### src/rtl/cpu_pkg.sv
// cpu_pkg: shared definitions for the 8-bit CPU control path.
//   - register-file geometry (address/data widths)
//   - instruction field positions and opcode constants
//   - sequencer state encoding
//   - opcode classification helpers used by the sequencer
package cpu_pkg;

    localparam int unsigned RF_ADDR_W = 4;
    localparam int unsigned RF_DATA_W = 8;
    localparam int unsigned INSTR_W   = 16;
    localparam int unsigned OPC_W     = 4;
    localparam int unsigned IMM_W     = 8;

    // Instruction fields: [15:12] opcode, [11:8] rd, [7:4] rs1, [3:0] rs2, [7:0] imm8
    localparam int unsigned OPC_LSB = 12;
    localparam int unsigned RD_LSB  = 8;
    localparam int unsigned RS1_LSB = 4;
    localparam int unsigned RS2_LSB = 0;
    localparam int unsigned IMM_LSB = 0;

    localparam logic [OPC_W-1:0] OP_NOP  = 4'h0;
    localparam logic [OPC_W-1:0] OP_ADD  = 4'h1;
    localparam logic [OPC_W-1:0] OP_SUB  = 4'h2;
    localparam logic [OPC_W-1:0] OP_AND  = 4'h3;
    localparam logic [OPC_W-1:0] OP_OR   = 4'h4;
    localparam logic [OPC_W-1:0] OP_XOR  = 4'h5;
    localparam logic [OPC_W-1:0] OP_LDI  = 4'h6;
    localparam logic [OPC_W-1:0] OP_MOV  = 4'h7;
    localparam logic [OPC_W-1:0] OP_JMP  = 4'h8;
    localparam logic [OPC_W-1:0] OP_BEQZ = 4'h9;
    localparam logic [OPC_W-1:0] OP_HALT = 4'hF;

    typedef enum logic [2:0] {
        StIdle   = 3'd0,
        StFetch  = 3'd1,
        StDecode = 3'd2,
        StRead   = 3'd3,
        StExec   = 3'd4,
        StWb     = 3'd5,
        StHalt   = 3'd6
    } state_e;

    function automatic logic op_is_alu(input logic [OPC_W-1:0] op);
        return (op >= OP_ADD) && (op <= OP_XOR);
    endfunction

    // Ops that need operands from the register file (BEQZ reads rd via port 1)
    function automatic logic op_reads_rf(input logic [OPC_W-1:0] op);
        return op_is_alu(op) || (op == OP_MOV) || (op == OP_BEQZ);
    endfunction

    function automatic logic op_writes_rf(input logic [OPC_W-1:0] op);
        return op_is_alu(op) || (op == OP_MOV) || (op == OP_LDI);
    endfunction

endpackage

### src/rtl/cpu_alu.sv
// cpu_alu: combinational 8-bit ALU.
//   i_op     opcode (ADD/SUB/AND/OR/XOR; anything else yields 0)
//   i_a/i_b  operands
//   o_result low 8 bits of the result
//   o_carry  ADD carry-out / SUB borrow (rs1 < rs2)
//   o_zero   o_result == 0
module cpu_alu
    import cpu_pkg::*;
(
    input  logic [OPC_W-1:0]     i_op,
    input  logic [RF_DATA_W-1:0] i_a,
    input  logic [RF_DATA_W-1:0] i_b,
    output logic [RF_DATA_W-1:0] o_result,
    output logic                 o_carry,
    output logic                 o_zero
);

    // 9-bit result: bit 8 is carry for ADD and borrow for SUB (two's-complement wrap)
    logic [RF_DATA_W:0] w_wide;

    always_comb begin
        w_wide = '0;
        case (i_op)
            OP_ADD:  w_wide = {1'b0, i_a} + {1'b0, i_b};
            OP_SUB:  w_wide = {1'b0, i_a} - {1'b0, i_b};
            OP_AND:  w_wide = {1'b0, i_a & i_b};
            OP_OR:   w_wide = {1'b0, i_a | i_b};
            OP_XOR:  w_wide = {1'b0, i_a ^ i_b};
            default: w_wide = '0;
        endcase
    end

    assign o_result = w_wide[RF_DATA_W-1:0];
    assign o_carry  = w_wide[RF_DATA_W];
    assign o_zero   = (o_result == '0);

endmodule

### src/rtl/cpu_ctrl_seq.sv
// cpu_ctrl_seq: multi-cycle fetch/decode/read/exec/writeback sequencer.
//   i_clk, i_rst            clock, asynchronous active-high reset
//   i_start                 level; leaves IDLE when high
//   o_instr_addr            ROM address (= PC); i_instr_data valid one cycle later
//   o_rf_read_en/_write_en  registered one-cycle strobes to the edge-triggered register file
//   o_rf_read1/2_addr       read addresses, o_rf_write_addr/_data write address/data
//   i_rf_read1/2_data       register-file read data
//   o_busy, o_halted        status; o_zero_flag, o_carry_flag from the last ALU op
module cpu_ctrl_seq
    import cpu_pkg::*;
#(
    parameter int unsigned         PC_WIDTH = 8,
    parameter logic [PC_WIDTH-1:0] RESET_PC = '0
) (
    input  logic                 i_clk,
    input  logic                 i_rst,
    input  logic                 i_start,
    output logic [PC_WIDTH-1:0]  o_instr_addr,
    input  logic [INSTR_W-1:0]   i_instr_data,
    output logic                 o_rf_read_en,
    output logic                 o_rf_write_en,
    output logic [RF_ADDR_W-1:0] o_rf_read1_addr,
    output logic [RF_ADDR_W-1:0] o_rf_read2_addr,
    output logic [RF_ADDR_W-1:0] o_rf_write_addr,
    output logic [RF_DATA_W-1:0] o_rf_write_data,
    input  logic [RF_DATA_W-1:0] i_rf_read1_data,
    input  logic [RF_DATA_W-1:0] i_rf_read2_data,
    output logic                 o_busy,
    output logic                 o_halted,
    output logic                 o_zero_flag,
    output logic                 o_carry_flag
);

    localparam logic [PC_WIDTH-1:0] PC_ONE = PC_WIDTH'(1);

    state_e               r_state, w_state_next;
    logic [PC_WIDTH-1:0]  r_pc, w_pc_inc, w_imm_pc;
    logic [INSTR_W-1:0]   r_ir;
    logic [OPC_W-1:0]     w_dec_op, w_ir_op;
    logic [RF_ADDR_W-1:0] w_dec_rd, r_rd1_addr;
    logic [RF_DATA_W-1:0] r_wdata, w_alu_result;
    logic                 r_read_en, r_write_en, r_zero, r_carry;
    logic                 w_alu_carry, w_alu_zero, w_branch;

    assign w_dec_op = i_instr_data[OPC_LSB +: OPC_W];
    assign w_dec_rd = i_instr_data[RD_LSB +: RF_ADDR_W];
    assign w_ir_op  = r_ir[OPC_LSB +: OPC_W];
    assign w_pc_inc = r_pc + PC_ONE;
    assign w_imm_pc = PC_WIDTH'(r_ir[IMM_LSB +: IMM_W]);
    assign w_branch = (w_ir_op == OP_JMP) || ((w_ir_op == OP_BEQZ) && (i_rf_read1_data == '0));

    cpu_alu u_alu (
        .i_op     (w_ir_op),
        .i_a      (i_rf_read1_data),
        .i_b      (i_rf_read2_data),
        .o_result (w_alu_result),
        .o_carry  (w_alu_carry),
        .o_zero   (w_alu_zero)
    );

    always_ff @(posedge i_clk or posedge i_rst) begin
        if (i_rst) begin
            r_state <= StIdle;
        end else begin
            r_state <= w_state_next;
        end
    end

    always_comb begin
        w_state_next = r_state;
        case (r_state)
            StIdle:   if (i_start) w_state_next = StFetch;
            StFetch:  w_state_next = StDecode;
            StDecode: begin
                if (w_dec_op == OP_HALT)      w_state_next = StHalt;
                else if (op_reads_rf(w_dec_op)) w_state_next = StRead;
                else                            w_state_next = StExec;
            end
            StRead:   w_state_next = StExec;
            StExec:   w_state_next = op_writes_rf(w_ir_op) ? StWb : StFetch;
            StWb:     w_state_next = StFetch;
            StHalt:   w_state_next = StHalt;
            default:  w_state_next = StIdle;
        endcase
    end

    always_ff @(posedge i_clk or posedge i_rst) begin
        if (i_rst) begin
            r_pc       <= RESET_PC;
            r_ir       <= '0;
            r_rd1_addr <= '0;
            r_wdata    <= '0;
            r_read_en  <= 1'b0;
            r_write_en <= 1'b0;
            r_zero     <= 1'b0;
            r_carry    <= 1'b0;
        end else begin
            // Strobes follow the state they belong to, straight from a flop
            r_read_en  <= (w_state_next == StRead);
            r_write_en <= (w_state_next == StWb);
            case (r_state)
                StDecode: begin
                    r_ir       <= i_instr_data;
                    // Port-1 address is muxed here so the output comes straight off a flop
                    r_rd1_addr <= (w_dec_op == OP_BEQZ) ? w_dec_rd
                                                        : i_instr_data[RS1_LSB +: RF_ADDR_W];
                end
                StExec: begin
                    if (w_ir_op == OP_LDI) begin
                        r_wdata <= r_ir[IMM_LSB +: IMM_W];
                    end else if (w_ir_op == OP_MOV) begin
                        r_wdata <= i_rf_read1_data;
                    end else if (op_is_alu(w_ir_op)) begin
                        r_wdata <= w_alu_result;
                        r_zero  <= w_alu_zero;
                        if ((w_ir_op == OP_ADD) || (w_ir_op == OP_SUB)) r_carry <= w_alu_carry;
                    end
                    // Writing ops advance PC in WB instead
                    if (w_branch)                    r_pc <= w_imm_pc;
                    else if (!op_writes_rf(w_ir_op)) r_pc <= w_pc_inc;
                end
                StWb:    r_pc <= w_pc_inc;
                default: ;
            endcase
        end
    end

    assign o_instr_addr    = r_pc;
    assign o_rf_read_en    = r_read_en;
    assign o_rf_write_en   = r_write_en;
    assign o_rf_read1_addr = r_rd1_addr;
    assign o_rf_read2_addr = r_ir[RS2_LSB +: RF_ADDR_W];
    assign o_rf_write_addr = r_ir[RD_LSB +: RF_ADDR_W];
    assign o_rf_write_data = r_wdata;
    assign o_busy          = (r_state != StIdle) && (r_state != StHalt);
    assign o_halted        = (r_state == StHalt);
    assign o_zero_flag     = r_zero;
    assign o_carry_flag    = r_carry;

endmodule

### config.mk
export PLATFORM = sky130hd
export DESIGN_NAME = cpu_ctrl_seq
export DESIGN_NICKNAME = d
export VERILOG_FILES = /design/src/rtl/cpu_pkg.sv /design/src/rtl/cpu_alu.sv /design/src/rtl/cpu_ctrl_seq.sv
export SDC_FILE = /design/constraint.sdc
export NUM_CORES = 1
export LEC_CHECK = 0
export CAP_MARGIN = 20
export CORE_MARGIN = 10
export CORE_UTILIZATION = 40
export DETAILED_ROUTE_END_ITERATION = 8
export PLACE_DENSITY = 0.65
export SKIP_CTS_REPAIR_TIMING = 1
export SLEW_MARGIN = 20
export SYNTH_ARGS = -nofsm -noshare
export SYNTH_HDL_FRONTEND = slang
export SYNTH_SLANG_ARGS = --single-unit
### constraint.sdc
create_clock -name i_clk -period 4 [get_ports i_clk]
set_clock_uncertainty 0.15 [all_clocks]
set_input_delay 0.6 -clock i_clk [delete_from_list [all_inputs] [get_ports i_clk]]
set_output_delay 0.6 -clock i_clk [all_outputs]
set_load 0.05 [all_outputs]
==> run_results.csv, run 1 <==
group,metric,value,unit
status,status,"finished, final reports clean",
cts,cts_root_buf,"clkbuf_8",
power_and_ir_drop,switching_share,51.3,%
layout,diodes,0,
power_and_ir_drop,clock_power_share,8.5,%
detailed_routing,wl_per_cell,17.4,um
cts,htree_levels,2,
yosys,seq_area_frac_synth,33.2,%
yosys,synth_cells,364,
cts,cts_buffers,5,
hold_path,worst_hold_startpoint,"o_rf_write_data[2]",
run,drv_cap,0,
floorplan,die_y,110,um
grt,antenna_found_initial,0,
detailed_routing,drt_iter0_drc,156,
placement,postPlaceCellArea,4000,um2
floorplan,io-pin-count,69,
floorplan,std_cell_rows,32,
power_and_ir_drop,seqPwrFrac,25.4,%
yosys,syn_nets,426,
cts,clock_sinks,43,
floorplan,initial_core_util,41.6,%
placement,placed_cells,520,
layout,fin_area,4080,um2
detailed_routing,wirelength,9200,um
sta,tns,0,ps
yosys,synth_edf_count,0,
grt,gr-total-overflow,0,
detailed_routing,drc,0,
layout,fin_cells,528,
hold_path,hp-class,"flip-flop to flip-flop",
hold_path,hold-path-endpoint,"o_rf_write_data[2]",
power_and_ir_drop,leakagePower,1.75,nW
critical_path,cp_num_buf_inv,2,
critical_path,max_stage_delay,530,ps
placement,gp_congestion,0.870,
sta,final.period_utilization,85.9,%
sta,hold_viol,0,
critical_path,rrSetupSlack,920,ps
layout,drive_gt1_share,9.86,%
critical_path,arrival,3470,ps
yosys,synth_seq_cells,43,
layout,layout_commonest_cell,"clkdlybuf4s50_1",
grt,track_usage,15.1,%
floorplan,fp.coreArea,7810,um2
placement,dpl.hpwl,7130,um
layout,num-fill-cells,746,
power_and_ir_drop,internal-power,0.00158,W
power_and_ir_drop,combPwrFrac,66.1,%
cts,cts_buffer_depth,2,
critical_path,crit_fanout,6,
layout,nNetsFinal,487,
detailed_routing,ant_nets,0,
critical_path,startpoint_type,"input port",
layout,regArea,1080,um2
critical_path,worstPathCellList,"clkdlybuf4s50_1 -> inv_1 -> ha_1 -> a31oi_1 -> xnor2_1 -> ha_1 -> a21oi_1 -> nand2_1 -> a211oi_2 -> mux2i_1 -> a211o_1 -> o41ai_2",
layout,layout_common_cells,"clkdlybuf4s50_1, dfrtp_1, nand2_1, o21ai_0, ha_1",
cts,clkSlewWorstSetupHoldPaths,80,ps
sta,max_clock_freq,0.291,GHz
critical_path,critPathSlowestCell,"clkdlybuf4s50_1",
cts,insertion_delay,290,ps
detailed_routing,via_per_inst,5.44,
sta,rsz0062_at_grt,"false",
yosys,synth.avg_cell_area,8.91,um2
grt,grt_pass1_wl,14600,um
critical_path,cpLargestDelayFamily,"compound AO/OA/AOI/OAI gates",
sta,fin_crit,3430,ps
critical_path,critPathRequiredTime,4040,ps
critical_path,ff2ff_path_depth,10,
critical_path,r2r-end,"o_zero_flag",
power_and_ir_drop,p_total,0.00324,W
floorplan,die_x,110,um
layout,final_util,52.3,%
yosys,syn-cell-area,3240,um2
critical_path,critical_path.endpoint_type,"flip-flop",
layout,area_growth,25.8,%
yosys,async_reset_ff_share,100,%
power_and_ir_drop,vdd_drop_max,0.495,mV
detailed_routing,first_pass_iters,4,
critical_path,timing.critical_path.mode_cell,"ha_1",
yosys,synth_cell_types,55,
critical_path,r2r-start,"r_ir[12]",
sta,drv_slew,0,
hold_path,worstHoldPathCells,2,
power_and_ir_drop,p_switching,0.00167,W
grt,grt_pass1_vias,2950,
layout,multi_input_area,1950,um2
detailed_routing,via_count,2873,
power_and_ir_drop,power_density,795,nW/um2
yosys,yosysWarnings,0,
floorplan,fp.dieArea,12100,um2
critical_path,worstSetupPathType,"input port to flip-flop",
cts,cts_tree,"yes",
sta,slew_headroom,50.6,%
grt,grt_max_degree,44,
yosys,synthFlopType,"dfrtp_1",
sta,worst_slew_pin_slew,735,ps
sta,setup_viol_count_final,0,
placement,port-buffer-count,68,
==> worst register-to-register path, cell delays in order, from the launching register on <==
cell and delay, ps:
dfrtp_1 400, nor4b_2 290, buf_4 200, mux2i_1 120, fa_1 470, a211oi_1 320
o21bai_1 120, a21oi_1 230, xor2_1 160, o21ai_0 150, o41ai_2 370
==> cells by family after synthesis <==
logic type | Yosys count | synth area share [%]
fa+ha+maj | 27 | 10.6
buf+inv | 47 | 7.06
flops | 43 | 33.2
simple gates | 110 | 17.7
xor+xnor | 12 | 3.24
mux | 31 | 10.3
compound gates | 94 | 18.0
==> sequential cells by signal, indices dropped and copies added (netlist names) <==
register	count
o_carry_flag	1
r_ir	16
o_rf_write_en	1
o_rf_read_en	1
o_rf_write_data	8
o_zero_flag	1
o_rf_read1_addr	4
o_instr_addr	8
r_state	3
==> worst max-delay path by stage <==
stage	start	endpoint	slack, ps	cells past startpoint
finish	i_rf_read2_data[0]	o_zero_flag	570	12
global route	i_rf_read2_data[0]	o_zero_flag	420	12
CTS	i_rf_read2_data[0]	o_zero_flag	560	12
detailed placement	i_rf_read2_data[0]	o_zero_flag	260	12
global placement	i_rf_read2_data[0]	o_zero_flag	430	12
floorplan	r_ir[12]	o_zero_flag	800	11
==> power by group through the flow <==
stage          sequential, W  combinational [W]  clock, W
6_report            0.000823            0.00215  0.000276
5_1_grt             0.000852            0.00230  0.000309
4_1_cts             0.000822            0.00216  0.000285
3_5_place_dp        0.000827            0.00215         0
3_3_place_gp        0.000824            0.00212         0
2_1_floorplan        0.00116            0.00121         0
==> stage by stage <==
| step | hold WS [ps] | setup WS, ps |
|---|---|---|
| final | 339 | 565 |
| after global routing | 370 | 416 |
| after CTS | 343 | 563 |
| after detailed placement | 324 | 258 |
| after global placement | 315 | 432 |
| after floorplan | 331 | 797 |
==> synth_stat cells (3+ instances only) <==
master / n / share of area, %
nor3_1: 10 / 1.5
a21o_1: 3 / 0.69
inv_1: 24 / 2.8
ha_1: 26 / 10
nor4_1: 3 / 0.58
a31oi_1: 8 / 1.5
buf_2: 6 / 0.93
nor2b_1: 5 / 0.96
nor4b_1: 3 / 0.81
a211oi_1: 3 / 0.69
nand2b_1: 9 / 1.7
nor3b_1: 5 / 1.2
mux2i_1: 13 / 4.0
nor2_1: 19 / 2.2
xnor2_1: 8 / 2.2
mux2_2: 18 / 6.2
clkbuf_1: 7 / 0.81
o21ai_0: 32 / 4.9
buf_4: 8 / 1.9
a21oi_1: 24 / 3.7
dfrtp_1: 43 / 33
o31ai_1: 4 / 0.93
nand2_1: 35 / 4.0
xor2_1: 4 / 1.1
nand3_1: 5 / 0.77
==> layout make-up <==
type,count,area share (%)
clock buffers,6,1.78
clock inverters,2,0.307
inverters,24,2.21
multi-input cells,274,47.7
flip-flops and latches,43,26.4
well taps,102,3.13
repair buffers,77,18.5
==> layer usage <==
layer  global-route usage [%]  part of all wire [%]  vias up
met3                     4.53                   6.9        8
met1                     18.4                    45     1366
met2                     25.4                    47       79
met5                        0                     0        -
li1                         -                     -     1420
met4                     3.90                  0.98        0
Power figures use the tool's default switching activity.
==> run 2: changes to the inputs <==
Settings changed: PLACE_DENSITY 0.65 to not set, SYNTH_HIERARCHICAL set to 1.
==> run 2 against run 1 <==
- worst hold slack lost 1.3 ps
- maximum frequency decreased by 5.5%
- wire length rose by 1.2%
- register-to-register slack got worse by 160 ps
- final cell count grew 1.7%
- flip-flop and latch count is the same
- worst setup slack worse by 200 ps
- largest power group unchanged
==> run_results.csv, run 2 <==
group,metric,value,unit
status,status,"finished, final reports clean",
layout,area_growth,23.8,%
cts,insertion_delay,290,ps
critical_path,startpoint_type,"input port",
critical_path,worstSetupPathType,"input port to flip-flop",
run,drv_cap,0,
critical_path,crit_fanout,5,
layout,top_register,"r_ir",
critical_path,critPathSlowestCell,"nor4_1",
detailed_routing,first_pass_iters,5,
cts,cts_buffers,5,
yosys,synth_edf_count,0,
layout,drive_gt1_share,9.49,%
yosys,synth_top_cells_by_count,"dfrtp_1, nand2_1, o21ai_0",
sta,slew_headroom,47.3,%
layout,largest_register_ffs,16,
detailed_routing,wl_per_cell,17.3,um
grt,grt_pass1_vias,2960,
cts,clock_sinks,43,
power_and_ir_drop,power_density,762,nW/um2
critical_path,critical_path.endpoint_type,"flip-flop",
yosys,synth_cell_types,63,
detailed_routing,ant_nets,0,
yosys,synth.avg_cell_area,9.02,um2
critical_path,worstPathCellList,"clkdlybuf4s50_1 -> nor4_1 -> a21oi_1 -> xnor2_1 -> ha_1 -> or4_1 -> o22ai_1 -> xor2_1 -> o21ai_0 -> buf_4 -> nor4b_4 -> mux2_2",
floorplan,initial_core_util,41.0,%
sta,worst_slew_pin_slew,786,ps
power_and_ir_drop,p_total,0.00317,W
sta,rsz0062_at_grt,"false",
critical_path,arrival,3720,ps
sta,hold_viol,0,
hold_path,hp-class,"flip-flop to flip-flop",
sta,timing.hold.ws,337,ps
grt,grt_max_degree,30,
placement,gp_congestion,0.878,
grt,grt_pass1_wl,14900,um
cts,clkSlewWorstSetupHoldPaths,80,ps
detailed_routing,drc,0,
yosys,synth_top_area_share,32.0,%
yosys,async_reset_ff_share,100,%
yosys,synth_seq_cells,43,
critical_path,critPathRequiredTime,4080,ps
detailed_routing,wirelength,9310,um
yosys,yosys.area.top_type,"dfrtp_1",
detailed_routing,via_per_inst,5.59,
layout,layout_commonest_cell,"clkdlybuf4s50_1",
yosys,synth_cells,373,
sta,max_clock_freq,0.275,GHz
sta,tns,0,ps
detailed_routing,via_count,3003,
power_and_ir_drop,leakagePower,1.77,nW
floorplan,die_x,112,um
placement,port-buffer-count,68,
layout,layout_common_cells,"clkdlybuf4s50_1, dfrtp_1, nand2_1, o21ai_0",
sta,setup_viol_count_final,0,
placement,dpl.hpwl,7230,um
yosys,yosysWarnings,6,
floorplan,die_y,112,um
sta,fin_crit,3630,ps
critical_path,max_stage_delay,560,ps
floorplan,fp.dieArea,12500,um2
layout,nNetsFinal,493,
floorplan,io-pin-count,69,
grt,track_usage,13.9,%
cts,cts_root_buf,"clkbuf_8",
yosys,yosysMostFrequentCell,"dfrtp_1",
layout,num-fill-cells,783,
power_and_ir_drop,vdd_drop_max,0.508,mV
layout,fin_cells,537,
yosys,seq_area_frac_synth,32.0,%
cts,cts_buffer_depth,2,
grt,antenna_found_initial,0,
placement,placed_cells,529,
grt,gr-total-overflow,0,
detailed_routing,drt_iter0_drc,187,
yosys,synthFlopType,"dfrtp_1",
yosys,syn_nets,435,
critical_path,rrSetupSlack,760,ps
yosys,syn-cell-area,3370,um2
layout,diodes,0,
yosys,synth_area_leaders,"dfrtp_1, ha_1, o21ai_0",
sta,drv_slew,0,
floorplan,fp.coreArea,8220,um2
cts,htree_levels,2,
cts,cts_tree,"yes",
floorplan,std_cell_rows,33,
layout,final_util,50.7,%
sta,final.period_utilization,90.8,%
critical_path,cpLargestDelayFamily,"simple AND/OR/NAND/NOR gates",
critical_path,cp_num_buf_inv,2,
run 2: changes by cell type after synthesis, sizes merged, moves of 4 or more:
cell    change
a21oi      -13
o211ai      +9
a32oi       +5
mux2        -6
a31oi       -4
a211oi      +4
o22ai       +6
run 2: layout make-up:
class / count / area (um2) / area share, %
Multi-Input combinational cell: 277 / 2020 / 48.6
Sequential cell: 43 / 1080 / 25.8
Timing Repair Buffer: 77 / 748 / 18.0
Tap cell: 105 / 131 / 3.15
Inverter: 27 / 101 / 2.43
Clock buffer: 6 / 72.6 / 1.74
Clock inverter: 2 / 12.5 / 0.300
run 2: kinds of logic after synthesis:
| kind of cell | Yosys count | synth area share [%] |
|---|---|---|
| buf+inv | 53 | 8.03 |
| fa+ha+maj | 27 | 10.3 |
| mux | 26 | 8.18 |
| compound gates | 106 | 21.1 |
| simple gates | 104 | 16.8 |
| xor+xnor | 14 | 3.64 |
| flops | 43 | 32.0 |
run 2: worst paths after layout:
check	depth (start not counted)	from	end
setup / recovery	12	i_rf_read2_data[3]	o_zero_flag
hold / removal	1	o_rf_write_data[7]	o_rf_write_data[7]
setup reg to reg	13	r_ir[14]	o_rf_write_data[6]
hold reg to reg	1	o_rf_write_data[7]	o_rf_write_data[7]
max in group asynchronous	3	i_rst	r_ir[5]
min in group asynchronous	2	i_rst	r_ir[9]
run 2: per-stage QoR:
| step | setup WS, ps | instance area [um2] |
|---|---|---|
| global placement | 220 | 4080 |
| detailed placement | 102 | 4080 |
| global route | 102 | 4170 |
| CTS | 381 | 4170 |
| finish | 367 | 4170 |
| floorplan | 474 | 3370 |
run 2: worst reg2reg max path, cell delays in order (launching register included):
cell and delay (ps):
dfrtp_1 390, nand2b_1 200, nor3_1 190, buf_4 210, mux2i_1 140, fa_1 450
a211oi_1 340, o21bai_1 150, a21oi_1 200, xor2_1 90, o22ai_1 270, nor2_1 90
a211oi_1 220, a21o_1 110
run 2: metal layers:
metal | wire length, um | track usage [%] | up-vias
met1 | 4300 | 18.2 | 1417
met4 | 88 | 2.83 | 0
met5 | 0 | 0 | -
li1 | - | - | 1468
met3 | 698 | 4.29 | 12
met2 | 4220 | 22.0 | 106
run 2: power breakdown:
| group | internal, W | switching (W) | total [W] | leakage, nW |
|---|---|---|---|---|
| registers | 0.000612 | 0.000150 | 0.000762 | 0.519 |
| clock network | 0.000122 | 0.000152 | 0.000275 | 0.0412 |
| logic | 0.000813 | 0.00132 | 0.00214 | 1.21 |
| total | 0.00155 | 0.00163 | 0.00317 | 1.77 |
==> run 3: changes to the inputs <==
Settings changed: CAP_MARGIN 20 to not set, SKIP_CTS_REPAIR_TIMING 1 to not set.
==> results of run 3 <==
No change in the layout: final DEF, timing and power equal those of run 2.
